$ cat config.mk
export PLATFORM = sky130hd
export DESIGN_NAME = vector_pair_streamer
export DESIGN_NICKNAME = d
export VERILOG_FILES = /design/src/rtl/dot_product_pkg.sv /design/src/rtl/vector_pair_streamer_tail_mask.sv /design/src/rtl/vector_pair_streamer.sv
export SDC_FILE = /design/constraint.sdc
export NUM_CORES = 2
export LEC_CHECK = 0
export BUFFER_PORTS_ARGS = -buffer_cell sky130_fd_sc_hd__buf_4
export CORE_AREA = 2 2 446 448
export DETAILED_ROUTE_END_ITERATION = 16
export DIE_AREA = 0 0 448 450
export GPL_TIMING_DRIVEN = 0
export PLACE_DENSITY_LB_ADDON = 0.15
export SLEW_MARGIN = 0
export SYNTH_ARGS = -nofsm -noshare
export SYNTH_HDL_FRONTEND = slang
export SYNTH_SLANG_ARGS = --single-unit
$ cat constraint.sdc
create_clock -name clk -period 20 [get_ports clk]
set_input_delay 1 -clock clk [delete_from_list [all_inputs] [get_ports clk]]
set_output_delay 1 -clock clk [all_outputs]
set_load 0.03 [all_outputs]
$ cat src/rtl/dot_product_pkg.sv
// Shared definitions for the dot-product feed path: default geometry of a
// chunk (element width, elements per beat) and the streamer state encoding.
package dot_product_pkg;

   localparam int ELEMENT_WIDTH    = 32;
   localparam int NO_OF_UNITS      = 8;
   localparam int NO_OF_UNITS_LOG2 = $clog2(NO_OF_UNITS);

   // Streamer state encoding, kept as plain constants for legacy tooling.
   typedef logic [2:0] state_t;

   localparam state_t ST_IDLE     = 3'd0;
   localparam state_t ST_FETCH    = 3'd1;
   localparam state_t ST_LOAD     = 3'd2;
   localparam state_t ST_PRESENT  = 3'd3;
   localparam state_t ST_WAIT_FIN = 3'd4;
   localparam state_t ST_DONE     = 3'd5;

endpackage

$ cat src/rtl/vector_pair_streamer_tail_mask.sv
// tail_mask: zeroes every element of a chunk whose index is at or above
// valid_count. Purely combinational; a full chunk passes with
// valid_count == no_of_units.
module tail_mask
   import dot_product_pkg::*;
#(
   parameter int element_width = ELEMENT_WIDTH,
   parameter int no_of_units   = NO_OF_UNITS,
   localparam int cnt_width    = $clog2(no_of_units) + 1
) (
   input  logic [element_width*no_of_units-1:0] chunk,
   input  logic [cnt_width-1:0]                 valid_count,
   output logic [element_width*no_of_units-1:0] masked
);

   // Keep elements below the valid count, force the rest to zero.
   always_comb begin
      masked = '0;
      for (int i = 0; i < no_of_units; i++) begin
         if (cnt_width'(i) < valid_count) begin
            masked[i*element_width +: element_width] = chunk[i*element_width +: element_width];
         end else begin
            masked[i*element_width +: element_width] = '0;
         end
      end
   end

endmodule

$ cat src/rtl/vector_pair_streamer.sv
// vector_pair_streamer: fetches two operand vectors chunk by chunk from a pair
// of read ports, presents them beat by beat to a dot-product unit, waits for
// the unit's finish and captures its result.
// Optional build macro VPS_TAIL_MASK_EN: when defined, elements beyond
// `total` in the final beat are zeroed on both operand outputs; when
// undefined the final beat passes through untouched (storage must then hold
// zeros past the end of the vectors).
module vector_pair_streamer
   import dot_product_pkg::*;
#(
   parameter int element_width = ELEMENT_WIDTH,
   parameter int no_of_units   = NO_OF_UNITS,
   parameter int addr_width    = 10
) (
   input  logic                                 clk,
   input  logic                                 reset,
   input  logic                                 start,
   input  logic [31:0]                          total,
   output logic                                 rd_en,
   output logic [addr_width-1:0]                rd_addr,
   input  logic [element_width*no_of_units-1:0] rd_data_a,
   input  logic [element_width*no_of_units-1:0] rd_data_b,
   output logic [element_width*no_of_units-1:0] first_row_plus_additional,
   output logic [element_width*no_of_units-1:0] vector2,
   output logic                                 outsider_read_now,
   input  logic                                 I_am_ready,
   input  logic                                 finish,
   input  logic [element_width-1:0]             dot_product_output,
   output logic [element_width-1:0]             result,
   output logic                                 busy,
   output logic                                 done
);

   localparam int chunk_width = element_width * no_of_units;
   localparam int log2_units  = $clog2(no_of_units);
   localparam int cnt_width   = log2_units + 1;

`ifdef VPS_TAIL_MASK_EN
   localparam bit tail_mask_en = 1'b1;
`else
   localparam bit tail_mask_en = 1'b0;
`endif

   state_t                  state_r;
   state_t                  state_nxt_s;
   logic [31:0]             beats_r;
   logic [31:0]             idx_r;
   logic [31:0]             idx_nxt_s;
   logic [31:0]             beats_calc_s;
   logic [log2_units-1:0]   rem_r;
   logic                    last_beat_s;
   logic                    zero_run_s;
   logic [cnt_width-1:0]    valid_count_s;
   logic [chunk_width-1:0]  row_masked_s;
   logic [chunk_width-1:0]  vec_masked_s;
   logic [chunk_width-1:0]  row_r;
   logic [chunk_width-1:0]  vec_r;
   logic                    rd_en_r;
   logic [addr_width-1:0]   rd_addr_r;
   logic                    present_r;
   logic [element_width-1:0] result_r;
   logic                    busy_r;
   logic                    done_r;

   // Beat count: round total up to whole chunks (32-bit add wraps by design).
   always_comb begin
      beats_calc_s = (total + 32'(no_of_units - 1)) >> log2_units;
      zero_run_s   = (beats_calc_s == 32'd0);
   end

   // Next-state and beat-index logic.
   always_comb begin
      state_nxt_s = state_r;
      idx_nxt_s   = idx_r;
      case (state_r)
         ST_IDLE: begin
            if (start) begin
               idx_nxt_s = 32'd0;
               if (zero_run_s) begin
                  state_nxt_s = ST_DONE;
               end else begin
                  state_nxt_s = ST_FETCH;
               end
            end else begin
               state_nxt_s = ST_IDLE;
            end
         end
         ST_FETCH:   state_nxt_s = ST_LOAD;
         ST_LOAD:    state_nxt_s = ST_PRESENT;
         ST_PRESENT: begin
            if (I_am_ready) begin
               idx_nxt_s = idx_r + 32'd1;
               if (last_beat_s) begin
                  state_nxt_s = ST_WAIT_FIN;
               end else begin
                  state_nxt_s = ST_FETCH;
               end
            end else begin
               state_nxt_s = ST_PRESENT;
            end
         end
         ST_WAIT_FIN: begin
            if (finish) begin
               state_nxt_s = ST_DONE;
            end else begin
               state_nxt_s = ST_WAIT_FIN;
            end
         end
         ST_DONE: state_nxt_s = ST_IDLE;
         default: begin
            state_nxt_s = ST_IDLE;
            idx_nxt_s   = 32'd0;
         end
      endcase
   end

   // Valid-element count for the chunk being loaded; only a partial final
   // beat is trimmed, and only when tail masking is built in.
   always_comb begin
      last_beat_s = ((idx_r + 32'd1) == beats_r);
      if (tail_mask_en && last_beat_s && (rem_r != '0)) begin
         valid_count_s = {1'b0, rem_r};
      end else begin
         valid_count_s = cnt_width'(no_of_units);
      end
   end

   tail_mask #(
      .element_width (element_width),
      .no_of_units   (no_of_units)
   ) u_mask_row (
      .chunk       (rd_data_a),
      .valid_count (valid_count_s),
      .masked      (row_masked_s)
   );

   tail_mask #(
      .element_width (element_width),
      .no_of_units   (no_of_units)
   ) u_mask_vec (
      .chunk       (rd_data_b),
      .valid_count (valid_count_s),
      .masked      (vec_masked_s)
   );

   // State, beat index and the per-run parameters latched at start. Only the
   // remainder of total is needed once the beat count is known.
   always_ff @(posedge clk or posedge reset) begin
      if (reset) begin
         state_r <= ST_IDLE;
         idx_r   <= 32'd0;
         beats_r <= 32'd0;
         rem_r   <= '0;
      end else begin
         state_r <= state_nxt_s;
         idx_r   <= idx_nxt_s;
         if ((state_r == ST_IDLE) && start) begin
            beats_r <= beats_calc_s;
            rem_r   <= total[log2_units-1:0];
         end
      end
   end

   // Registered handshake and status outputs, derived from the next state so
   // they line up with the state they describe.
   always_ff @(posedge clk or posedge reset) begin
      if (reset) begin
         rd_en_r   <= 1'b0;
         rd_addr_r <= '0;
         present_r <= 1'b0;
         busy_r    <= 1'b0;
         done_r    <= 1'b0;
      end else begin
         rd_en_r   <= (state_nxt_s == ST_FETCH);
         present_r <= (state_nxt_s == ST_PRESENT);
         busy_r    <= (state_nxt_s != ST_IDLE);
         done_r    <= (state_nxt_s == ST_DONE);
         if (state_nxt_s == ST_FETCH) begin
            rd_addr_r <= idx_nxt_s[addr_width-1:0];
         end
      end
   end

   // Beat data registers: loaded once per beat and held through PRESENT.
   always_ff @(posedge clk or posedge reset) begin
      if (reset) begin
         row_r <= '0;
         vec_r <= '0;
      end else if (state_r == ST_LOAD) begin
         row_r <= row_masked_s;
         vec_r <= vec_masked_s;
      end
   end

   // Result capture: consumer result on finish, zero for an empty run.
   always_ff @(posedge clk or posedge reset) begin
      if (reset) begin
         result_r <= '0;
      end else if ((state_r == ST_IDLE) && start && zero_run_s) begin
         result_r <= '0;
      end else if ((state_r == ST_WAIT_FIN) && finish) begin
         result_r <= dot_product_output;
      end
   end

   assign rd_en                     = rd_en_r;
   assign rd_addr                   = rd_addr_r;
   assign first_row_plus_additional = row_r;
   assign vector2                   = vec_r;
   assign outsider_read_now         = present_r;
   assign result                    = result_r;
   assign busy                      = busy_r;
   assign done                      = done_r;

endmodule

==> results by group <==
Logic synthesis
  – Largest area contributor in the netlist: dfrtp_1
  – Syn Inst Count: 1,832
  – Number of enable flip-flop cells after synthesis: 0
  – Area share of the largest cell type after synthesis: 60.9%
  – Area of the mapped netlist: 25,600 um2
  – Top_reg_cell synth: dfrtp_1
  – Top-count cell post-synth: dfrtp_1
  – Syn_nets: 2,414
  – Largest cells by area after synthesis: dfrtp_1 (61%), mux2_2 (23%), clkbuf_1 (1.4%)
  – #FFs+latches synth: 622
  – Commonest cells post-synth: dfrtp_1 (622), mux2_2 (514), clkbuf_1 (96)
  – Syn Area/Cell: 14.0 um2
  – Seq/Total Area, Yosys: 60.9%
  – Netlist cell types: slightly below 70
  – Asr flop ratio synth: 100%
  – YS warnings: 0

Layout
  – Final core utilization: 20.5%
  – Post-route cell area: 40,300 um2
  – Ratio of cells with drive above 1 in the final layout: between 50% and 60%
  – Register area: 15,600 um2
  – Synth-to-layout area growth: 57.8%
  – Multi-input logic area: 9560 um2
  – Post-Layout Cell Count: between 5,000 and 6,000
  – Nets: 3,642
  – Fillers: around 22,000

Job
  – Max Cap Violations: 0

Route
  – ANT nets after route: 0
  – Routed WL: 130 mm
  – Starting DRC count in detailed routing: 891
  – Drt first pass iters: 6
  – Avg WL per Cell: 22.6 um
  – Drt drc: 0
  – Vias: about 20,000
  – Vias per std cell: 3.46

CTS
  – Worst-path clk slew: 0.05 ns
  – H-tree depth: 3
  – Clk_lat worst skew: 0.72 ns
  – Post-cts resize count: 0
  – Maximum clock insertion buffer count: 3
  – Clock root buffer: clkbuf_16
  – CTS tree: built
  – Hold_buf cts: 0
  – Clk sinks: 622
  – Num CTS Buffers: 84
  – Post-CTS Setup Inserts: 0

Power and ir drop
  – Sw Share: a little over two fifths
  – Clock share of power: between 20% and 30%
  – Leakage power: 17.7 nW
  – Total Power: between 0.007 and 0.008 W
  – Psw: 0.00318 W
  – Internal Power: 0.00422 W
  – Maximum VDD drop: 84.0 uV
  – Logic pwr share: ~50%
  – Power Dens Cells: 184 nW/um2
  – Seq pwr share: 29.7%

Global route
  – First-pass GRT wire length: around 180 mm
  – Initial antenna violation count: 14
  – Total gr overflow: 0
  – All-Layer GR Usage: between 10% and 20%
  – Largest net degree at the start of global routing: 109
  – Vias in the first global route: ~21,000

Status
  – Status: complete, no violations

Die
  – Boundary Pins: 1,139
  – Row cnt: 163
  – Core area: approximately 200,000 um2
  – Die Footprint: 202,000 um2
  – Initial core utilization: 13.0%
  – Die width: 448 um
  – Die height: 450 um

Placed design
  – IO buf count: around 1,100
  – Placed Area: 37,600 um2
  – Detailed Place HPWL: around 100 mm
  – Gpl congestion: 0.822
  – Post-Place Cells: 5,614

Worst setup path
  – Critical Path Start Type: input pin
  – Crit. End Element: flop
  – Critical Path Fanout Max: 10
  – WP data arrival: 4.79 ns
  – Crit Path Class: input pin to flop
  – WP data required: 20.58 ns

STA
  – Fin. Hold Viols: 0
  – Normalized max-slew margin: a little over a quarter
  – Worst Clk Skew: 0.0266 ns
  – Slew of the pin with the lowest slew margin: 1.10 ns
  – Fin crit period: approximately 4.2 ns
  – # setup viols final: 0
  – Max-slew violation count: 0
  – RSZ-0062 raised after global routing: no
  – Crit share post-route: 21.0%
  – Max frequency: 238 MHz

Min path
  – Hold crit path type: input pin to asynchronous set/reset pin
## cell families (layout without fill, tap and decap cells)
| kind of cell | Yosys count | in the layout | synth area share [%] |
|---|---|---|---|
| AO/OA/AOI/OAI | 152 | 152 | 3.78 |
| XOR/XNOR | 68 | 68 | 2.33 |
| adder cells (fa/ha/maj) | 1 | 1 | 0.0489 |
| buffers and inverters | 110 | 1398 | 1.72 |
| flip-flops | 622 | 622 | 60.9 |
| multiplexers | 558 | 558 | 24.5 |
| other | 0 | 2 | 0 |
| AND/OR/NAND/NOR | 321 | 321 | 6.68 |
## cell type report
class	count	area share, %
sequential	622	38.6
multi-input combinational	1100	23.7
timing repair buffer	1142	21.6
tap	2640	8.19
clock buffer	121	6.06
buffer	101	1.01
clock inverter	25	0.754
inverter	9	0.102
antenna	2	0.0124
## through the flow
stage	setup TNS [ns]	hold slack, ns	worst slack (ns)
2_1_floorplan	0	0.458	1.58
3_3_place_gp	-6136.25	0.492	-10.06
3_5_place_dp	0	0.496	14.90
4_1_cts	0	0.178	15.60
5_1_grt	0	0.222	15.53
6_report	0	0.261	15.79
## path summary, 6_finish.rpt
check,from,endpoint,slack [ns],cells after the start
max in group asynchronous,reset,vector2[226]$_DFFE_PP0N_,17.81,5
hold reg to reg,first_row_plus_additional[59]$_DFFE_PP0N_,first_row_plus_additional[59]$_DFFE_PP0N_,0.50,1
min in group clk,rd_data_a[139],first_row_plus_additional[139]$_DFFE_PP0N_,0.49,2
setup / recovery,total[7],rd_addr[2]$_DFFE_PP0N_,15.79,10
setup reg to reg,idx_r[0]$_DFF_PP0_,rd_addr[2]$_DFFE_PP0N_,15.92,12
hold / removal,reset,vector2[132]$_DFFE_PP0N_,0.26,2
## state kept, by name, summed over array words and instances (netlist names)
signal	count
beats_r	29
busy	1
result	32
idx_r	32
state_r	3
vector2	256
outsider_read_now	1
rd_addr	10
done	1
first_row_plus_additional	256
rd_en	1
## power groups by stage
stage | combinational (W) | clock (W) | sequential, W
detailed placement | 0.00377 | 0 | 0.00221
global placement | 0.00377 | 0 | 0.00222
CTS | 0.00377 | 0.00162 | 0.00221
global route | 0.00386 | 0.00166 | 0.00229
floorplan | 0.00107 | 0 | 0.00322
finish | 0.00367 | 0.00154 | 0.00220
## cell usage in the layout, fill, tap and decap left out, types with 4 or more instances in the layout
cell type and n:
clkbuf_8 18, mux2i_1 34, inv_1 8, nor2_1 75, nor3b_1 5, nor3_1 17, nand2_1 85, nand2b_1 5
or4_1 9, mux2_4 9, o21ai_0 71, nand3_1 25, mux2_2 514, clkbuf_16 85, clkbuf_1 113, nor4_1 13
xnor2_1 39, and3_1 10, o22ai_1 4, o211ai_1 4, dfrtp_1 622, buf_16 6, clkinv_2 12, nand3b_1 4
buf_4 1136, o41ai_1 7, or2_2 6, xor2_1 29, a21oi_1 19, o31ai_1 17, and2_1 5, nand4_1 26
or3_1 5, bufinv_16 4, and4_1 7
## layer usage
metal | vias to the layer above | global-route usage [%] | routed length, um
li1 | 9043 | - | -
met1 | 10213 | 13.7 | 48100
met2 | 549 | 23.6 | 71600
met3 | 118 | 3.55 | 7920
met4 | 4 | 3.37 | 2320
met5 | - | 0 | 27
## critical path, cell delays in order
cell and delay (ns):
buf_2 0.23, nand4_2 0.29, or4_2 0.71, nor3_1 0.53, xor2_1 0.21, or4bb_1 0.54, or4b_4 0.61, and3_4 0.22
buf_12 0.15, mux2_4 0.29
Note: power is estimated with default switching activity, not from simulation.
